--- src/rtl/fb_write_arbiter_pkg.sv ---
// Shared definitions for the framebuffer write-port arbiter.
//   fb_depth / fb_addr_w : derive RAM depth and address width from the panel geometry
//   fill_state_t         : fill engine FSM states
//   grant_t              : which requester owns RAM port A in a given cycle
package fb_pkg;

  typedef enum logic [1:0] {
    FILL_IDLE,
    FILL_RUN,
    FILL_DONE
  } fill_state_t;

  typedef enum logic [1:0] {
    GNT_NONE,
    GNT_CTRL,
    GNT_DBG,
    GNT_FILL
  } grant_t;

  function automatic int fb_depth(input int width, input int height, input int bpp);
    return width * height * bpp;
  endfunction

  function automatic int fb_addr_w(input int depth);
    return $clog2(depth);
  endfunction

endpackage

--- src/rtl/fb_write_arbiter_if.sv ---
// RAM-side bus of framebuffer write port A (multimem AddressA/DataInA/WrA/ClockEnA).
//   master : driven by the arbiter
//   slave  : observed by the RAM (or a bench)
interface fb_write_arbiter_if #(
  parameter int ADDR_W = 12
);
  logic [ADDR_W-1:0] ram_address;
  logic [7:0]        ram_data_out;
  logic              ram_write_enable;
  logic              ram_clk_enable;

  modport master (
    output ram_address,
    output ram_data_out,
    output ram_write_enable,
    output ram_clk_enable
  );

  modport slave (
    input ram_address,
    input ram_data_out,
    input ram_write_enable,
    input ram_clk_enable
  );
endinterface

--- src/rtl/fb_fill_engine.sv ---
// Fill engine: paints every framebuffer byte with a latched RGB565 colour.
//   fill_start/fill_abort/fill_pattern : control from the host
//   fill_gnt                           : arbiter accepted this cycle's fill write
//   fill_req/fill_addr/fill_data       : write request toward the arbiter
//   fill_busy/fill_done                : registered status
//
// state     | meaning
// FILL_IDLE | waiting for fill_start
// FILL_RUN  | requesting a write at ptr each cycle, ptr advances only when granted
// FILL_DONE | one-cycle fill_done pulse, then back to idle
module fb_fill_engine
  import fb_pkg::*;
#(
  parameter int DEPTH  = 4096,
  parameter int ADDR_W = 12
) (
  input  logic              clk_in,
  input  logic              reset,
  input  logic              fill_start,
  input  logic              fill_abort,
  input  logic [15:0]       fill_pattern,
  input  logic              fill_gnt,
  output logic              fill_req,
  output logic [ADDR_W-1:0] fill_addr,
  output logic [7:0]        fill_data,
  output logic              fill_busy,
  output logic              fill_done
);

  localparam logic [ADDR_W:0] LAST_PTR = (ADDR_W+1)'(DEPTH - 1);
  localparam logic [ADDR_W:0] PTR_ONE  = (ADDR_W+1)'(1);

  fill_state_t     state;
  logic [ADDR_W:0] ptr;
  logic [15:0]     pattern;

  // An abort masks the request so the abort cycle issues no write.
  assign fill_req  = (state == FILL_RUN) && !fill_abort;
  assign fill_addr = ptr[ADDR_W-1:0];
  // RGB565 is stored big-endian: high byte at the even address.
  assign fill_data = ptr[0] ? pattern[7:0] : pattern[15:8];

  always_ff @(posedge clk_in) begin
    if (!reset) begin
      state     <= FILL_IDLE;
      ptr       <= '0;
      pattern   <= '0;
      fill_busy <= 1'b0;
      fill_done <= 1'b0;
    end else begin
      fill_done <= 1'b0;
      case (state)
        FILL_IDLE: begin
          if (fill_start && !fill_abort) begin
            pattern   <= fill_pattern;
            ptr       <= '0;
            fill_busy <= 1'b1;
            state     <= FILL_RUN;
          end
        end
        FILL_RUN: begin
          if (fill_abort) begin
            fill_busy <= 1'b0;
            ptr       <= '0;
            state     <= FILL_IDLE;
          end else if (fill_gnt) begin
            ptr <= ptr + PTR_ONE;
            if (ptr == LAST_PTR) begin
              fill_busy <= 1'b0;
              fill_done <= 1'b1;
              state     <= FILL_DONE;
            end
          end
        end
        FILL_DONE: state <= FILL_IDLE;
        default:   state <= FILL_IDLE;
      endcase
    end
  end

endmodule

--- src/rtl/fb_write_arbiter.sv ---
// Framebuffer write port A arbiter: shares multimem port A between the
// control_module byte stream, debugger byte writes and the fill engine.
//   clk_in, reset (sync, active-low)
//   ctrl_*  : control_module port, highest priority, never stalled
//   dbg_*   : debugger valid/ready write port, dbg_drop flags out-of-range writes
//   fill_*  : fill engine control and status
//   ram     : registered RAM-side bus (master modport)
module fb_write_arbiter
  import fb_pkg::*;
#(
  parameter int PIXEL_WIDTH     = 64,
  parameter int PIXEL_HEIGHT    = 32,
  parameter int BYTES_PER_PIXEL = 2,
  localparam int DEPTH  = fb_depth(PIXEL_WIDTH, PIXEL_HEIGHT, BYTES_PER_PIXEL),
  localparam int ADDR_W = fb_addr_w(DEPTH)
) (
  input  logic              clk_in,
  input  logic              reset,
  input  logic [ADDR_W-1:0] ctrl_address,
  input  logic [7:0]        ctrl_data,
  input  logic              ctrl_we,
  input  logic              ctrl_clk_enable,
  input  logic              dbg_valid,
  input  logic [ADDR_W:0]   dbg_address,
  input  logic [7:0]        dbg_data,
  output logic              dbg_ready,
  output logic              dbg_drop,
  input  logic              fill_start,
  input  logic              fill_abort,
  input  logic [15:0]       fill_pattern,
  output logic              fill_busy,
  output logic              fill_done,
  fb_write_arbiter_if.master ram
);

  localparam logic [ADDR_W:0] DBG_LIMIT = (ADDR_W+1)'(DEPTH);

  grant_t            grant;
  logic              fill_req;
  logic              fill_gnt;
  logic [ADDR_W-1:0] fill_addr;
  logic [7:0]        fill_data;

  // Any ctrl access (read or write) occupies the port.
  assign dbg_ready = reset && !ctrl_clk_enable;
  assign fill_gnt  = (grant == GNT_FILL);

  always_comb begin
    grant = GNT_NONE;
    if (ctrl_clk_enable)
      grant = GNT_CTRL;
    else if (dbg_valid)
      grant = GNT_DBG;
    else if (fill_req)
      grant = GNT_FILL;
  end

  fb_fill_engine #(
    .DEPTH  (DEPTH),
    .ADDR_W (ADDR_W)
  ) u_fill (
    .clk_in       (clk_in),
    .reset        (reset),
    .fill_start   (fill_start),
    .fill_abort   (fill_abort),
    .fill_pattern (fill_pattern),
    .fill_gnt     (fill_gnt),
    .fill_req     (fill_req),
    .fill_addr    (fill_addr),
    .fill_data    (fill_data),
    .fill_busy    (fill_busy),
    .fill_done    (fill_done)
  );

  // Idle cycles leave address/data at their last values; only the enables drop.
  always_ff @(posedge clk_in) begin
    if (!reset) begin
      ram.ram_address      <= '0;
      ram.ram_data_out     <= '0;
      ram.ram_write_enable <= 1'b0;
      ram.ram_clk_enable   <= 1'b0;
      dbg_drop             <= 1'b0;
    end else begin
      ram.ram_write_enable <= 1'b0;
      ram.ram_clk_enable   <= 1'b0;
      dbg_drop             <= 1'b0;
      case (grant)
        GNT_CTRL: begin
          ram.ram_address      <= ctrl_address;
          ram.ram_data_out     <= ctrl_data;
          ram.ram_write_enable <= ctrl_we;
          ram.ram_clk_enable   <= 1'b1;
        end
        GNT_DBG: begin
          if (dbg_address >= DBG_LIMIT) begin
            dbg_drop <= 1'b1;
          end else begin
            ram.ram_address      <= dbg_address[ADDR_W-1:0];
            ram.ram_data_out     <= dbg_data;
            ram.ram_write_enable <= 1'b1;
            ram.ram_clk_enable   <= 1'b1;
          end
        end
        GNT_FILL: begin
          ram.ram_address      <= fill_addr;
          ram.ram_data_out     <= fill_data;
          ram.ram_write_enable <= 1'b1;
          ram.ram_clk_enable   <= 1'b1;
        end
        default: ;
      endcase
    end
  end

endmodule

--- src/flat_wrapper.sv ---
// flat-port wrapper written by rule: the top's interface ports become plain ports
module fb_write_arbiter_flat import fb_pkg::*;
#(
  parameter int PIXEL_WIDTH     = 64,
  parameter int PIXEL_HEIGHT    = 32,
  parameter int BYTES_PER_PIXEL = 2,
  localparam int DEPTH  = fb_depth(PIXEL_WIDTH, PIXEL_HEIGHT, BYTES_PER_PIXEL),
  localparam int ADDR_W = fb_addr_w(DEPTH)
)
  (clk_in, reset, ctrl_address, ctrl_data, ctrl_we, ctrl_clk_enable, dbg_valid, dbg_address, dbg_data, dbg_ready, dbg_drop, fill_start, fill_abort, fill_pattern, fill_busy, fill_done, ram_ram_address, ram_ram_data_out, ram_ram_write_enable, ram_ram_clk_enable);
  fb_write_arbiter_if #(.ADDR_W(12)) ram_i ();
  input  logic clk_in;
  input  logic reset;
  input  logic [ADDR_W-1:0] ctrl_address;
  input  logic [7:0] ctrl_data;
  input  logic ctrl_we;
  input  logic ctrl_clk_enable;
  input  logic dbg_valid;
  input  logic [ADDR_W:0] dbg_address;
  input  logic [7:0] dbg_data;
  output logic dbg_ready;
  output logic dbg_drop;
  input  logic fill_start;
  input  logic fill_abort;
  input  logic [15:0] fill_pattern;
  output logic fill_busy;
  output logic fill_done;
  output wire logic [$bits(ram_i.ram_address)-1:0] ram_ram_address;
  output wire logic [$bits(ram_i.ram_data_out)-1:0] ram_ram_data_out;
  output wire logic [$bits(ram_i.ram_write_enable)-1:0] ram_ram_write_enable;
  output wire logic [$bits(ram_i.ram_clk_enable)-1:0] ram_ram_clk_enable;
  assign ram_ram_address = ram_i.ram_address;
  assign ram_ram_data_out = ram_i.ram_data_out;
  assign ram_ram_write_enable = ram_i.ram_write_enable;
  assign ram_ram_clk_enable = ram_i.ram_clk_enable;
  fb_write_arbiter #(.PIXEL_WIDTH(PIXEL_WIDTH), .PIXEL_HEIGHT(PIXEL_HEIGHT), .BYTES_PER_PIXEL(BYTES_PER_PIXEL)) u_core (.clk_in(clk_in), .reset(reset), .ctrl_address(ctrl_address), .ctrl_data(ctrl_data), .ctrl_we(ctrl_we), .ctrl_clk_enable(ctrl_clk_enable), .dbg_valid(dbg_valid), .dbg_address(dbg_address), .dbg_data(dbg_data), .dbg_ready(dbg_ready), .dbg_drop(dbg_drop), .fill_start(fill_start), .fill_abort(fill_abort), .fill_pattern(fill_pattern), .fill_busy(fill_busy), .fill_done(fill_done), .ram(ram_i));
endmodule
--- config.mk ---
export PLATFORM = sky130hd
export DESIGN_NAME = fb_write_arbiter_flat
export DESIGN_NICKNAME = d
export VERILOG_FILES = /design/src/rtl/fb_write_arbiter_pkg.sv /design/src/rtl/fb_write_arbiter_if.sv /design/src/rtl/fb_fill_engine.sv /design/src/rtl/fb_write_arbiter.sv /design/src/flat_wrapper.sv
export SDC_FILE = /design/constraint.sdc
export NUM_CORES = 1
export LEC_CHECK = 0
export CORE_MARGIN = 1
export CORE_UTILIZATION = 45
export CTS_CLUSTER_DIAMETER = 40
export DETAILED_ROUTE_END_ITERATION = 10
export PLACE_DENSITY = 0.77
export SETUP_SLACK_MARGIN = 0.4
export SYNTH_ARGS = -nofsm -noshare
export SYNTH_HDL_FRONTEND = slang
export SYNTH_SLANG_ARGS = --single-unit
--- constraint.sdc ---
create_clock -name clk_in -period 2.45 [get_ports clk_in]
set_input_delay 0.49 -clock clk_in [delete_from_list [all_inputs] [get_ports clk_in]]
set_output_delay 0.49 -clock clk_in [all_outputs]
set_load 0.01 [all_outputs]
==> results of run 1 <==
-- worst max-delay path, stage by stage --
cell                              delay, ns
sky130_fd_sc_hd__clkdlybuf4s50_1       0.56
sky130_fd_sc_hd__inv_1                 0.09
sky130_fd_sc_hd__a211oi_2              0.51
sky130_fd_sc_hd__buf_4                 0.30
sky130_fd_sc_hd__nand2_1               0.06
sky130_fd_sc_hd__a21boi_0              0.18
-- cell type report --
| type | instances | share of cell area |
|---|---|---|
| multi-input combinational | 212 | 0.365 |
| clock buffer | 5 | 0.0186 |
| clock inverter | 2 | 0.0162 |
| timing repair buffer | 103 | 0.268 |
| sequential | 56 | 0.303 |
| tap | 72 | 0.0243 |
| inverter | 5 | 0.00507 |
-- kinds of logic (layout without fill, tap and decap cells) --
kind of cell             after synthesis  after routing  share of synthesized area
AND/OR/NAND/NOR                      105            105                      0.215
AO/OA/AOI/OAI                         96             96                      0.264
flip-flops                            56             56                      0.437
buffers and inverters                 23            115                     0.0375
multiplexers                          10             10                     0.0424
adder cells (fa/ha/maj)                1              1                    0.00487
-- report_power, final --
group	switching [uW]	total [uW]	internal, uW	leakage [uW]
combinational	141	345	204	0.000795
clock	286	688	402	0.0000642
sequential	20.9	972	951	0.000458
total	448	2010	1560	0.00132
-- Yosys cell counts (all sizes together), types with 2 or more instances --
library cell and n:
nor2b 6, nor4b 2, mux2i 3, or3 4
nor4 2, o21ai 16, nand4 2, a21oi 21
mux2 7, nor3b 3, dfxtp 56, a222oi 11
inv 5, nor2 4, a221oi 7, o31ai 6
or4 7, a21boi 28, and3 3, clkbuf 13
nand3 6, and4 3, nand2 56, buf 5
-- metal layers --
metal / wire length, microns / vias to the layer above
met3: 467 / 6
met4: 66 / 0
li1: - / 1265
met2: 3180 / 87
met1: 3240 / 1176
met5: 0 / -
-- path summary, 6_finish.rpt --
path / from / endpoint / cells after the start
worst min-delay path: u_core.u_fill.pattern[7] / u_core.u_fill.pattern[7] / 2
worst max-delay path: dbg_address[12] / u_core.ram.ram_address[10] / 6
worst max register to register: u_core.u_fill.state[0] / u_core.ram.ram_data_out[7] / 4
worst min register to register: u_core.u_fill.pattern[7] / u_core.u_fill.pattern[7] / 2
-- registers in the layout (all words and copies together) (netlist names) --
name	cells
u_core.ram.ram_address	12
u_core.dbg_drop	1
u_core.u_fill.pattern	16
u_core.ram.ram_write_enable	1
u_core.ram.ram_clk_enable	1
u_core.u_fill.state	2
u_core.u_fill.fill_busy	1
u_core.u_fill.fill_done	1
u_core.u_fill.ptr	13
u_core.ram.ram_data_out	8
-- metrics by stage --
step | utilization | cells | hold slack, ns | worst slack [ns]
finish | 0.673 | 455 | 0.466 | 0.485
global route | 0.673 | 455 | 0.483 | 0.426
CTS | 0.672 | 455 | 0.467 | 0.504
detailed placement | 0.649 | 448 | 0.453 | 0.0119
global placement | 0.649 | 448 | 0.447 | 0.0758
floorplan | - | 291 | 0.440 | 0.593
-- what timing repair did --
action / CTS / global route
pin swaps: 0 / 0
setup buffers: 0 / 0
endpoints found under the setup margin: 8 / 4
gates resized for setup: 3 / 1
==> impl_metrics.tcl, run 1 <==
set metrics [dict create \
    yosysWarningCount 0 \
    wl_per_cell_microns 15.3 \
    cts_buffers 5 \
    globalRouteMet3Util 0.0471 \
    core_sq_um 5510 \
    grt_max_degree 48 \
    vias_in_the_first_global_route 2272 \
    hpwlAfterDp_microns 5080 \
    synth-seq-cells 56 \
    drc_errors 0 \
    start_util 0.466 \
    setup_total_negative_slack_ns 0 \
    areaGrowthSynthToFinish_pct 44.2 \
    final_cell_area_sq_um 3700 \
    grt_antenna_before_repair 0 \
    endpoint_kind "flip-flop" \
    grt_setup_unrepaired "false" \
    req_time_crit_path_ns 2.68 \
    power-per-cell-area_nw_per_um2 541 \
    vdd.ir_drop.worst_v 0.000562 \
    pin_count 90 \
    post_cts_hold_buffer_count 0 \
    clock.fmax_ghz 0.509 \
    average_via_count_per_standard_cell 5.57 \
    grt.overflow.total 0 \
    hold_violations 0 \
    floorplan.die.width_microns 77.5 \
    clkLatencyLatePin_ns 0.30 \
    most_common_library_cell_in_the_layout_ignoring_fill_and_taps "sky130_fd_sc_hd__clkdlybuf4s50_1" \
    yosys_most_used_dff "sky130_fd_sc_hd__dfxtp_1" \
    critPathArrivalTime_ns 2.19 \
    final-seq-area_sq_um 1120 \
    cts.reportedPaths.clkPinSlew_ns 0.10 \
    antenna_cells 0 \
    synthesis.nets 356 \
    class_of_the_worst_hold_path "reg2reg" \
    dr.pass1.iters 6 \
    num-nets-final 448 \
    yosysUniqueCellTypes 44 \
    cts_root_buf "sky130_fd_sc_hd__clkbuf_8" \
    most-common-layout-cells "sky130_fd_sc_hd__clkdlybuf4s50_1, sky130_fd_sc_hd__nand2_1, sky130_fd_sc_hd__dfxtp_1, sky130_fd_sc_hd__a21boi_0, sky130_fd_sc_hd__a21oi_1" \
    multi_input_comb_area_sq_um 1350 \
    period_minus_ws_final_ns 1.97 \
    reg2reg_slack_ns 0.59 \
    fill_cells 473 \
    worst-slew-pin-transition_ns 0.560 \
    status "completed" \
    numPortBuffers 89 \
    synth.area.top_cells "sky130_fd_sc_hd__dfxtp_1, sky130_fd_sc_hd__a21boi_0, sky130_fd_sc_hd__nand2_1" \
    async_flop_share 0 \
    drt_wl_total_microns 6960 \
    path_class "in2reg" \
    global_route.usage.met2 0.356 \
    mappedNetlistArea_sq_um 2570 \
    cts_sinks 56 \
    finalCritPeriodShare 0.802 \
    gpl.final_weighted_congestion 0.845 \
    syn-instance-count 291 \
    site_row_count 27 \
    dieArea_sq_um 6010 \
    groute.usage.overall 0.232 \
    design_power_total_uw 2010 \
    slew-limit-headroom 0.621 \
    setup_violations 0 \
    crit_fanout 12 \
    placedInstanceArea_sq_um 3580 \
    pins_over_their_slew_limit 0 \
    worst_clock_skew_ns 0.00470 \
    synth_area_per_cell_sq_um 8.82 \
    synth_top_cell_by_area "sky130_fd_sc_hd__dfxtp_1" \
    synth-edff-count 0 \
    grt_util_met1 0.329 \
    synth_largest_type_area_fraction 0.437 \
    worst_setup_path_start_kind "input port" \
    global_route.peak_usage_layer "met2" \
    yosysSeqAreaShare 0.437 \
    layout-drive-gt1-share 0.0940 \
    die_h_microns 77.5 \
    cap_viol_max_count 0 \
    cellLeakagePower_uw 0.00132 \
    drtIter0Drc 190 \
    number_of_antenna_violating_nets_in_the_routed_design 0 \
    clk_path_buf_depth 2 \
    grt_pass1_wl_microns 11000 \
    htree_num_levels 2 \
    num_vias 2534 \
    tritoncts "done" \
]
(Power assumes the default switching activity.)
==> run 2: changes to the inputs <==
- clock period: 2.45 -> 1.9 ns (I/O delays scaled with it)
==> impl_metrics.tcl, run 2 (synthesis gave the netlist of run 1 again) <==
set metrics [dict create \
    drc_errors 0 \
    global_route.usage.met2 0.462 \
    pins_over_their_slew_limit 0 \
    start_util 0.466 \
    cts.reportedPaths.clkPinSlew_ns 0.11 \
    most_common_library_cell_in_the_layout_ignoring_fill_and_taps "sky130_fd_sc_hd__clkdlybuf4s50_1" \
    site_row_count 27 \
    globalRouteMet3Util 0.0365 \
    wl_per_cell_microns 16.6 \
    areaGrowthSynthToFinish_pct 62.7 \
    core_sq_um 5510 \
    cpMaxStageDelayCell "sky130_fd_sc_hd__or4b_4" \
    power-per-cell-area_nw_per_um2 589 \
    crit_fanout 5 \
    status "completed" \
    crit_path_start "u_core.u_fill.state[0]" \
    critPathArrivalTime_ns 1.80 \
    biggestRegsByFlops "u_core.u_fill.pattern x16, u_core.u_fill.ptr x13, u_core.ram.ram_address x12" \
    cp.depth 5 \
    final-seq-area_sq_um 1150 \
    setup_total_negative_slack_ns 0 \
    vdd.ir_drop.worst_v 0.000414 \
    hpwlAfterDp_microns 5380 \
    global_route.peak_usage_layer "met2" \
    top_register "u_core.u_fill.pattern" \
    preCtsSetupSlack_ns -0.291 \
    worstHoldEndpoint "u_core.ram.ram_address[0]" \
    critPathBufInv 2 \
    design_power_total_uw 2460 \
    finalCritPeriodShare 0.842 \
    groute.usage.overall 0.266 \
    worst_slack_ns 0.300 \
    cts_buffers 5 \
    multi_input_comb_area_sq_um 1560 \
    number_of_antenna_violating_nets_in_the_routed_design 0 \
    average_via_count_per_standard_cell 5.67 \
    cts_sinks 56 \
    worst_hold_path.num_cells 2 \
    worst_setup_path_start_kind "flip-flop" \
    tritoncts "done" \
    grt_antenna_before_repair 0 \
    clock.fmax_ghz 0.625 \
    num-nets-final 475 \
    numPortBuffers 89 \
    grt.overflow.total 0 \
    layout-drive-gt1-share 0.282 \
    slew-limit-headroom 0.682 \
    reg2reg_slack_ns 0.30 \
    cellLeakagePower_uw 0.00160 \
    dieArea_sq_um 6010 \
    grt_pass1_wl_microns 12800 \
    pin_count 90 \
    drt_wl_total_microns 8030 \
    die_h_microns 77.5 \
    htree_num_levels 2 \
    hold_violations 0 \
    antenna_cells 0 \
    dr.pass1.iters 5 \
    cap_viol_max_count 0 \
    vias_in_the_first_global_route 2631 \
    fill_cells 406 \
    class_of_the_worst_hold_path "reg2reg" \
    grt_setup_unrepaired "true" \
    cts_root_buf "sky130_fd_sc_hd__clkbuf_8" \
    worst_hold_startpoint "u_core.ram.ram_address[0]" \
    num_vias 2740 \
    worst_clock_skew_ns 0.0149 \
    req_time_crit_path_ns 2.10 \
    regToRegEndpoint "u_core.u_fill.ptr[5]" \
    endpoint_kind "flip-flop" \
    grt_max_degree 48 \
    floorplan.die.width_microns 77.5 \
    worstRegToRegCells 5 \
    worst-slew-pin-transition_ns 0.476 \
    most-common-layout-cells "sky130_fd_sc_hd__clkdlybuf4s50_1, sky130_fd_sc_hd__nand2_1, sky130_fd_sc_hd__dfxtp_1, sky130_fd_sc_hd__dlygate4sd2_1, sky130_fd_sc_hd__buf_4" \
    drtIter0Drc 226 \
    path_class "reg2reg" \
    critical_path.top_delay_family "simple AND/OR/NAND/NOR gates" \
    clk_path_buf_depth 2 \
    worst_r2r_startpoint "u_core.u_fill.state[0]" \
    max_stage_delay_ns 0.57 \
    critical_path.cell_chain "buf_6 -> or4b_4 -> nand3b_1 -> buf_4 -> a21oi_1" \
    period_minus_ws_final_ns 1.60 \
    flip_flop_count_of_the_largest_register_all_copies_and_words_added 16 \
    gpl.final_weighted_congestion 0.818 \
    grt_util_met1 0.339 \
    setup_violations 0 \
    clkLatencyLatePin_ns 0.31 \
]
-- run 2: cell types whose count changed in the layout (fill, tap and decap cells not counted), moves of 8 or more --
cell and delta:
sky130_fd_sc_hd__o21ai_0 -9, sky130_fd_sc_hd__a21boi_0 -13, sky130_fd_sc_hd__clkdlybuf4s50_1 -28, sky130_fd_sc_hd__buf_4 +9, sky130_fd_sc_hd__o21ai_1 +8, sky130_fd_sc_hd__a21boi_1 +12
sky130_fd_sc_hd__dlygate4sd2_1 +26, sky130_fd_sc_hd__dfxtp_1 -13, sky130_fd_sc_hd__buf_6 +14
-- run 2: stage by stage --
stage	instances	util	cell area, sq um	hold slack [ns]
after CTS	480	0.734	4040	0.459
after global routing	483	0.758	4180	0.481
after detailed placement	463	0.680	3740	0.456
final	483	0.758	4180	0.456
after global placement	463	0.680	3740	0.448
after floorplan	291	-	2630	0.440
-- run 2: layout make-up --
type,count,area share
clock buffers,5,0.0165
clock inverters,3,0.00629
inverters,5,0.00449
multi-input cells,212,0.374
flip-flops and latches,56,0.276
well taps,72,0.0216
repair buffers,130,0.301
-- run 2: worst max path at each step --
stage                                       to
CTS                       u_core.u_fill.ptr[8]
global placement    u_core.ram.ram_data_out[3]
detailed placement  u_core.ram.ram_data_out[0]
finish                    u_core.u_fill.ptr[5]
floorplan                 u_core.u_fill.ptr[9]
global route              u_core.u_fill.ptr[5]
-- run 2: power breakdown --
part / internal (uW) / switching [uW] / total, uW / leakage, uW
clock network: 270 / 406 / 675 / 0.0000487
logic: 308 / 228 / 536 / 0.00109
registers: 1220 / 28.7 / 1250 / 0.000467
-- run 2: per-layer routing --
layer / routed length (microns) / vias to the layer above
met2: 3990 / 111
met3: 425 / 17
met1: 3470 / 1294
met5: 0 / -
li1: - / 1318
met4: 144 / 0
-- run 2: repair_timing --
action	4_1_cts	5_1_grt
pin swaps	28	15
hold buffers	0	0
endpoints found under the setup margin	81	52
resized for setup	88	43
gates cloned	2	0
buffers inserted	7	3
-- run 2: worst reg2reg max path, delay by kind of cell, from the launching register on --
family | cells | cell delay, ns
compound gates | 1 | 0.06
buf+inv | 2 | 0.30
flops | 1 | 0.38
simple gates | 2 | 0.76
